[src/rtl/imem_loader.sv]
// rtl/imem_loader.sv - boot loader: byte stream to IF instruction memory, holds core in reset until loaded
// Optional checksum phase enabled by defining IMEM_LOADER_CHECKSUM_EN.
module imem_loader #(
    parameter int IM_ADDR_W = 10
) (
    input  logic                 clk,
    input  logic                 rst_n,
    input  logic                 i_start,
    input  logic [IM_ADDR_W:0]   i_word_count,
    input  logic                 i_byte_valid,
    input  logic [7:0]           i_byte_data,
    output logic                 o_byte_ready,
    output logic [3:0]           o_wen,
    output logic [31:0]          o_wdata,
    output logic [IM_ADDR_W-1:0] o_waddr,
    output logic                 o_core_rst_n,
    output logic                 o_busy,
    output logic                 o_done,
    output logic                 o_error
);

    localparam logic [2:0] S_IDLE  = 3'd0;
    localparam logic [2:0] S_LOAD  = 3'd1;
`ifdef IMEM_LOADER_CHECKSUM_EN
    localparam logic [2:0] S_CHECK = 3'd2;
`endif
    localparam logic [2:0] S_RUN   = 3'd3;
    localparam logic [2:0] S_ERROR = 3'd4;

    localparam logic [IM_ADDR_W:0]   MAX_WORDS = {1'b1, {IM_ADDR_W{1'b0}}};
    localparam logic [IM_ADDR_W:0]   CNT_ONE   = {{IM_ADDR_W{1'b0}}, 1'b1};
    localparam logic [IM_ADDR_W-1:0] ADDR_ONE  = {{(IM_ADDR_W-1){1'b0}}, 1'b1};

    logic [2:0]           state_q, state_d;
    logic [IM_ADDR_W:0]   cnt_q, cnt_d;
    logic [IM_ADDR_W-1:0] addr_q, addr_d;
    logic [1:0]           idx_q, idx_d;
    logic [23:0]          asm_q, asm_d;
    logic [3:0]           wen_q, wen_d;
    logic [31:0]          wdata_q, wdata_d;
    logic [IM_ADDR_W-1:0] waddr_q, waddr_d;
    logic                 ready_q, ready_d;
    logic                 core_rst_n_q, busy_q, done_q, error_q;
`ifdef IMEM_LOADER_CHECKSUM_EN
    logic [31:0]          xor_q, xor_d;
    logic                 chk_fin_q, chk_fin_d;
    logic                 chk_ok_q, chk_ok_d;
`endif

    logic        accept;
    logic [31:0] word;

    assign accept = i_byte_valid & ready_q;
    // Byte 3 is taken straight from the stream so the word is ready on its acceptance cycle.
    assign word   = {i_byte_data, asm_q};

    always_comb begin
        state_d = state_q;
        cnt_d   = cnt_q;
        addr_d  = addr_q;
        idx_d   = idx_q;
        asm_d   = asm_q;
        wen_d   = 4'h0;
        wdata_d = wdata_q;
        waddr_d = waddr_q;
        ready_d = 1'b0;
`ifdef IMEM_LOADER_CHECKSUM_EN
        xor_d     = xor_q;
        chk_fin_d = 1'b0;
        chk_ok_d  = chk_ok_q;
`endif
        if (accept) begin
            case (idx_q)
                2'd0:    asm_d[7:0]   = i_byte_data;
                2'd1:    asm_d[15:8]  = i_byte_data;
                2'd2:    asm_d[23:16] = i_byte_data;
                default: asm_d        = asm_q;
            endcase
        end
        case (state_q)
            S_LOAD: begin
                if (cnt_q == '0) begin
`ifdef IMEM_LOADER_CHECKSUM_EN
                    state_d = S_CHECK;
                    ready_d = 1'b1;
`else
                    state_d = S_RUN;
`endif
                end else begin
                    ready_d = 1'b1;
                    if (accept) begin
                        idx_d = idx_q + 2'd1;
                        if (idx_q == 2'd3) begin
                            wen_d   = 4'hF;
                            wdata_d = word;
                            waddr_d = addr_q;
                            addr_d  = addr_q + ADDR_ONE;
                            cnt_d   = cnt_q - CNT_ONE;
`ifdef IMEM_LOADER_CHECKSUM_EN
                            xor_d   = xor_q ^ word;
`endif
                            // Stop accepting once the final word is captured.
                            if (cnt_q == CNT_ONE) ready_d = 1'b0;
                        end
                    end
                end
            end
`ifdef IMEM_LOADER_CHECKSUM_EN
            S_CHECK: begin
                if (chk_fin_q) begin
                    state_d = chk_ok_q ? S_RUN : S_ERROR;
                end else begin
                    ready_d = 1'b1;
                    if (accept) begin
                        idx_d = idx_q + 2'd1;
                        if (idx_q == 2'd3) begin
                            chk_fin_d = 1'b1;
                            chk_ok_d  = (word == xor_q);
                            ready_d   = 1'b0;
                        end
                    end
                end
            end
`endif
            default: begin
                if (i_start) begin
                    if (i_word_count == '0 || i_word_count > MAX_WORDS) begin
                        state_d = S_ERROR;
                    end else begin
                        state_d = S_LOAD;
                        cnt_d   = i_word_count;
                        addr_d  = '0;
                        idx_d   = 2'd0;
                        ready_d = 1'b1;
`ifdef IMEM_LOADER_CHECKSUM_EN
                        xor_d   = '0;
`endif
                    end
                end
            end
        endcase
    end

    always_ff @(posedge clk) begin
        if (!rst_n) begin
            state_q      <= S_IDLE;
            cnt_q        <= '0;
            addr_q       <= '0;
            idx_q        <= 2'd0;
            asm_q        <= '0;
            wen_q        <= 4'h0;
            wdata_q      <= '0;
            waddr_q      <= '0;
            ready_q      <= 1'b0;
            core_rst_n_q <= 1'b0;
            busy_q       <= 1'b0;
            done_q       <= 1'b0;
            error_q      <= 1'b0;
`ifdef IMEM_LOADER_CHECKSUM_EN
            xor_q        <= '0;
            chk_fin_q    <= 1'b0;
            chk_ok_q     <= 1'b0;
`endif
        end else begin
            state_q      <= state_d;
            cnt_q        <= cnt_d;
            addr_q       <= addr_d;
            idx_q        <= idx_d;
            asm_q        <= asm_d;
            wen_q        <= wen_d;
            wdata_q      <= wdata_d;
            waddr_q      <= waddr_d;
            ready_q      <= ready_d;
            core_rst_n_q <= (state_d == S_RUN);
            busy_q       <= (state_d == S_LOAD)
`ifdef IMEM_LOADER_CHECKSUM_EN
                            || (state_d == S_CHECK)
`endif
                            ;
            done_q       <= (state_d == S_RUN);
            error_q      <= (state_d == S_ERROR);
`ifdef IMEM_LOADER_CHECKSUM_EN
            xor_q        <= xor_d;
            chk_fin_q    <= chk_fin_d;
            chk_ok_q     <= chk_ok_d;
`endif
        end
    end

    assign o_byte_ready = ready_q;
    assign o_wen        = wen_q;
    assign o_wdata      = wdata_q;
    assign o_waddr      = waddr_q;
    assign o_core_rst_n = core_rst_n_q;
    assign o_busy       = busy_q;
    assign o_done       = done_q;
    assign o_error      = error_q;

endmodule

[config.mk]
export PLATFORM = sky130hd
export DESIGN_NAME = imem_loader
export DESIGN_NICKNAME = d
export VERILOG_FILES = /design/src/rtl/imem_loader.sv
export SDC_FILE = /design/constraint.sdc
export NUM_CORES = 1
export LEC_CHECK = 0
export ABC_AREA = 1
export CAP_MARGIN = 25
export CORE_ASPECT_RATIO = 0.5
export CORE_UTILIZATION = 43
export CTS_BUF_LIST = sky130_fd_sc_hd__clkbuf_4 sky130_fd_sc_hd__clkbuf_8
export CTS_CLUSTER_DIAMETER = 120
export CTS_CLUSTER_SIZE = 30
export DETAILED_ROUTE_END_ITERATION = 10
export PLACE_DENSITY = 0.67
export SETUP_SLACK_MARGIN = 0.5
export SKIP_LAST_GASP = 1
export SLEW_MARGIN = 30
export SYNTH_ARGS = -nofsm -noshare
export SYNTH_HDL_FRONTEND = slang
export SYNTH_SLANG_ARGS = --single-unit
[constraint.sdc]
create_clock -name clk -period 2.2 [get_ports clk]
set_input_delay 0.66 -clock clk [delete_from_list [all_inputs] [get_ports clk]]
set_output_delay 0.66 -clock clk [all_outputs]
set_load 0.01 [all_outputs]
==> results.json <==
{
  "post-route-min-period_ns": 1.69,
  "min_to": "o_wdata[5]",
  "grt_pass1_vias": 3658,
  "numCtsBuffers": 9,
  "synth_cell_types": 33,
  "gr-total-overflow": 0,
  "gp_congestion": 0.855,
  "path_cells": "dlygate4sd2_1 > nor2_2 > nand2_2 > o21bai_4 > nand3_4 > nand2_8 > buf_8 > nand3_1 > a21oi_1",
  "end_kind": "flip-flop",
  "synthCells": 596,
  "cts_tree": "done",
  "antenna_found_initial": 0,
  "clock_skew_ns": 0.00815,
  "ant_nets": 0,
  "max_stage_delay_ns": 0.25,
  "placed_area_sq_mm": 0.00524,
  "area_growth_pct": 33.5,
  "path_clk_slew_ns": 0.10,
  "period_share_pct": 76.7,
  "synth_area_sq_mm": 0.00434,
  "startpoint_type": "input port",
  "yosys.area.top_type": "dfxtp_1",
  "p_total_mw": 3.57,
  "cp_slowest_cell": "dlygate4sd2_1",
  "dp_slack_ns": -0.160,
  "dieHeight_microns": 73.0,
  "cp_max_fo": 7,
  "synthDominantCellAreaShare_pct": 44.7,
  "die_w_microns": 144,
  "io_pins": 74,
  "synthTopCellsByArea": "dfxtp_1 (45%), nand2_1 (15%), a21oi_1 (9.2%)",
  "setup_ws_ns": 0.514,
  "hold_buffers": 0,
  "setup_viol": 0,
  "cts-root-buf": "clkbuf_8",
  "clock-sinks": 97,
  "fmax_mhz": 593,
  "insertion_delay_ns": 0.37,
  "drive_above_1_share_pct": 18.6,
  "multi_input_area_sq_mm": 0.00220,
  "ys_seq_elements": 97,
  "grt_usage_pct": 21.9,
  "worst_pin_slew_ns": 0.346,
  "initial_utilization_pct": 45.1,
  "hold_path_class": "reg -> reg",
  "via_per_inst": 4.94,
  "final_nets": 715,
  "critPathArrivalTime_ns": 1.99,
  "n_antenna_cell": 0,
  "wirelength_mm": 11.1,
  "dieArea_sq_mm": 0.0105,
  "first_pass_iters": 5,
  "hold_viol": 0,
  "htreeDepth": 3,
  "pwr_density_cell_mw_per_mm2": 617,
  "syn_avg_cell_area_sq_um": 7.28,
  "avgRoutedWirePerCell_microns": 13.5,
  "r2r-start": "cnt_q[0]",
  "fillers": 947,
  "r2r_cells": 11,
  "dp_hpwl_mm": 7.03,
  "r2r_setup_slack_ns": 0.57,
  "vias": 4076,
  "seqCellArea_sq_mm": 0.00195,
  "yosys_warnings": 0,
  "synth_nets": 626,
  "final_area_sq_mm": 0.00579,
  "maxCapViolCount": 0,
  "critPathRequiredTime_ns": 2.50,
  "path_class": "in -> reg",
  "rsz0062_at_grt": "yes",
  "status": "complete, no violations",
  "grt_max_degree": 61,
  "p_leak_nw": 2.44,
  "min_path_cells": 2,
  "yosysSeqAreaShare_pct": 44.7,
  "clockBufferDepth": 2,
  "grt_pass1_wl_mm": 17.8,
  "r2r_end": "cnt_q[1]",
  "portBuffers": 73,
  "slew_violations": 0,
  "worstHoldStart": "asm_q[5]",
  "fin_tns_setup_ns": 0,
  "num_rows": 25,
  "vdd_drop_max_mv": 0.383,
  "first_iter_violations": 301,
  "slew_headroom_pct": 77.0,
  "drc": 0,
  "core_sq_mm": 0.00963
}
[cell families after synthesis]
group,after synthesis,share of synthesized area (%)
AND/OR/NAND/NOR,307,30.8
AO/OA/AOI/OAI,109,13.5
flip-flops,97,44.7
buffers and inverters,75,8.68
adder cells (fa/ha/maj),7,2.02
XOR/XNOR,1,0.202
[cell usage after synthesis, drive strengths merged]
master  instances
nand2         186
dfxtp          97
a21oi          87
nand3          66
nor2           44
inv            38
buf            21
clkbuf         16
o21ai          16
ha              7
nand4           4
or2             3
nor3            2
nor3b           2
o21bai          2
a21boi          1
o211a           1
o21a            1
o22ai           1
xnor2           1
[worst max-delay path: cells and delay by family]
kind                   cells  cell delay (ns)
AND/OR/NAND/NOR            5             0.60
buffers and inverters      2             0.39
AO/OA/AOI/OAI              2             0.33
[state kept, by name, indices dropped and copies added (netlist names), 2 cells and up]
signal	cells
o_wdata	32
asm_q	24
cnt_q	11
addr_q	10
o_waddr	10
state_q	3
idx_q	2
[layout by cell type (no fill, tap or decap), drive strengths merged]
cell type	count
a21boi	1
a21oi	87
buf	40
bufbuf	1
clkbuf	16
clkdlybuf4s15	11
clkdlybuf4s50	10
clkinv	1
clkinvlp	1
dfxtp	97
dlygate4sd2	44
dlymetal6s2s	2
ha	7
inv	42
nand2	187
nand3	66
nand4	4
nor2	44
nor3	2
nor3b	2
o211a	1
o21a	1
o21ai	16
o21bai	2
o22ai	1
or2	3
xnor2	1
[metrics by stage]
stage,util [%],std cells,hold WS [ns]
floorplan,-,596,0.439
global placement,54.4,788,0.450
global route,60.1,825,0.484
CTS,58.4,816,0.461
finish,60.1,825,0.453
detailed placement,54.4,788,0.454
[what timing repair did]
action,4_1_cts,5_1_grt
endpoints found under the hold margin,0,0
setup endpoints to repair,121,106
setup buffers,7,9
pin swaps,9,18
resized for setup,92,59
cloned,5,0
[report_power, final]
group / switching, mW / leakage (nW) / internal [mW]
sequential: 0.0410 / 0.788 / 1.80
clock: 0.662 / 0.0941 / 0.457
combinational: 0.365 / 1.56 / 0.249
total: 1.07 / 2.44 / 2.51
[how the worst max path moves through the flow]
stage / startpoint / to / slack [ns] / depth (start not counted)
after global placement: i_word_count[4] / cnt_q[9] / -0.08 / 10
after detailed placement: i_word_count[4] / cnt_q[9] / -0.16 / 10
final: i_word_count[7] / cnt_q[1] / 0.51 / 9
after CTS: o_waddr[9] / o_waddr[9] / 0.25 / 1
after global routing: i_word_count[7] / cnt_q[5] / 0.46 / 11
after floorplan: i_word_count[4] / addr_q[5] / 0.47 / 9
[routing by layer]
layer | track usage [%] | vias up | part of all wire [%]
met4 | 7.45 | 0 | 0.99
met3 | 4.13 | 10 | 4.3
met5 | 0 | - | 0
met1 | 30.0 | 1889 | 48
li1 | - | 2110 | -
met2 | 34.7 | 67 | 47
[area by class of cell]
cell class | count | area share, %
clock buffers | 10 | 2.38
clock inverters | 6 | 0.821
inverters | 38 | 2.63
multi-input cells | 425 | 37.9
flip-flops and latches | 97 | 33.7
well taps | 135 | 2.92
repair buffers | 114 | 19.6
(Power assumes the default switching activity.)
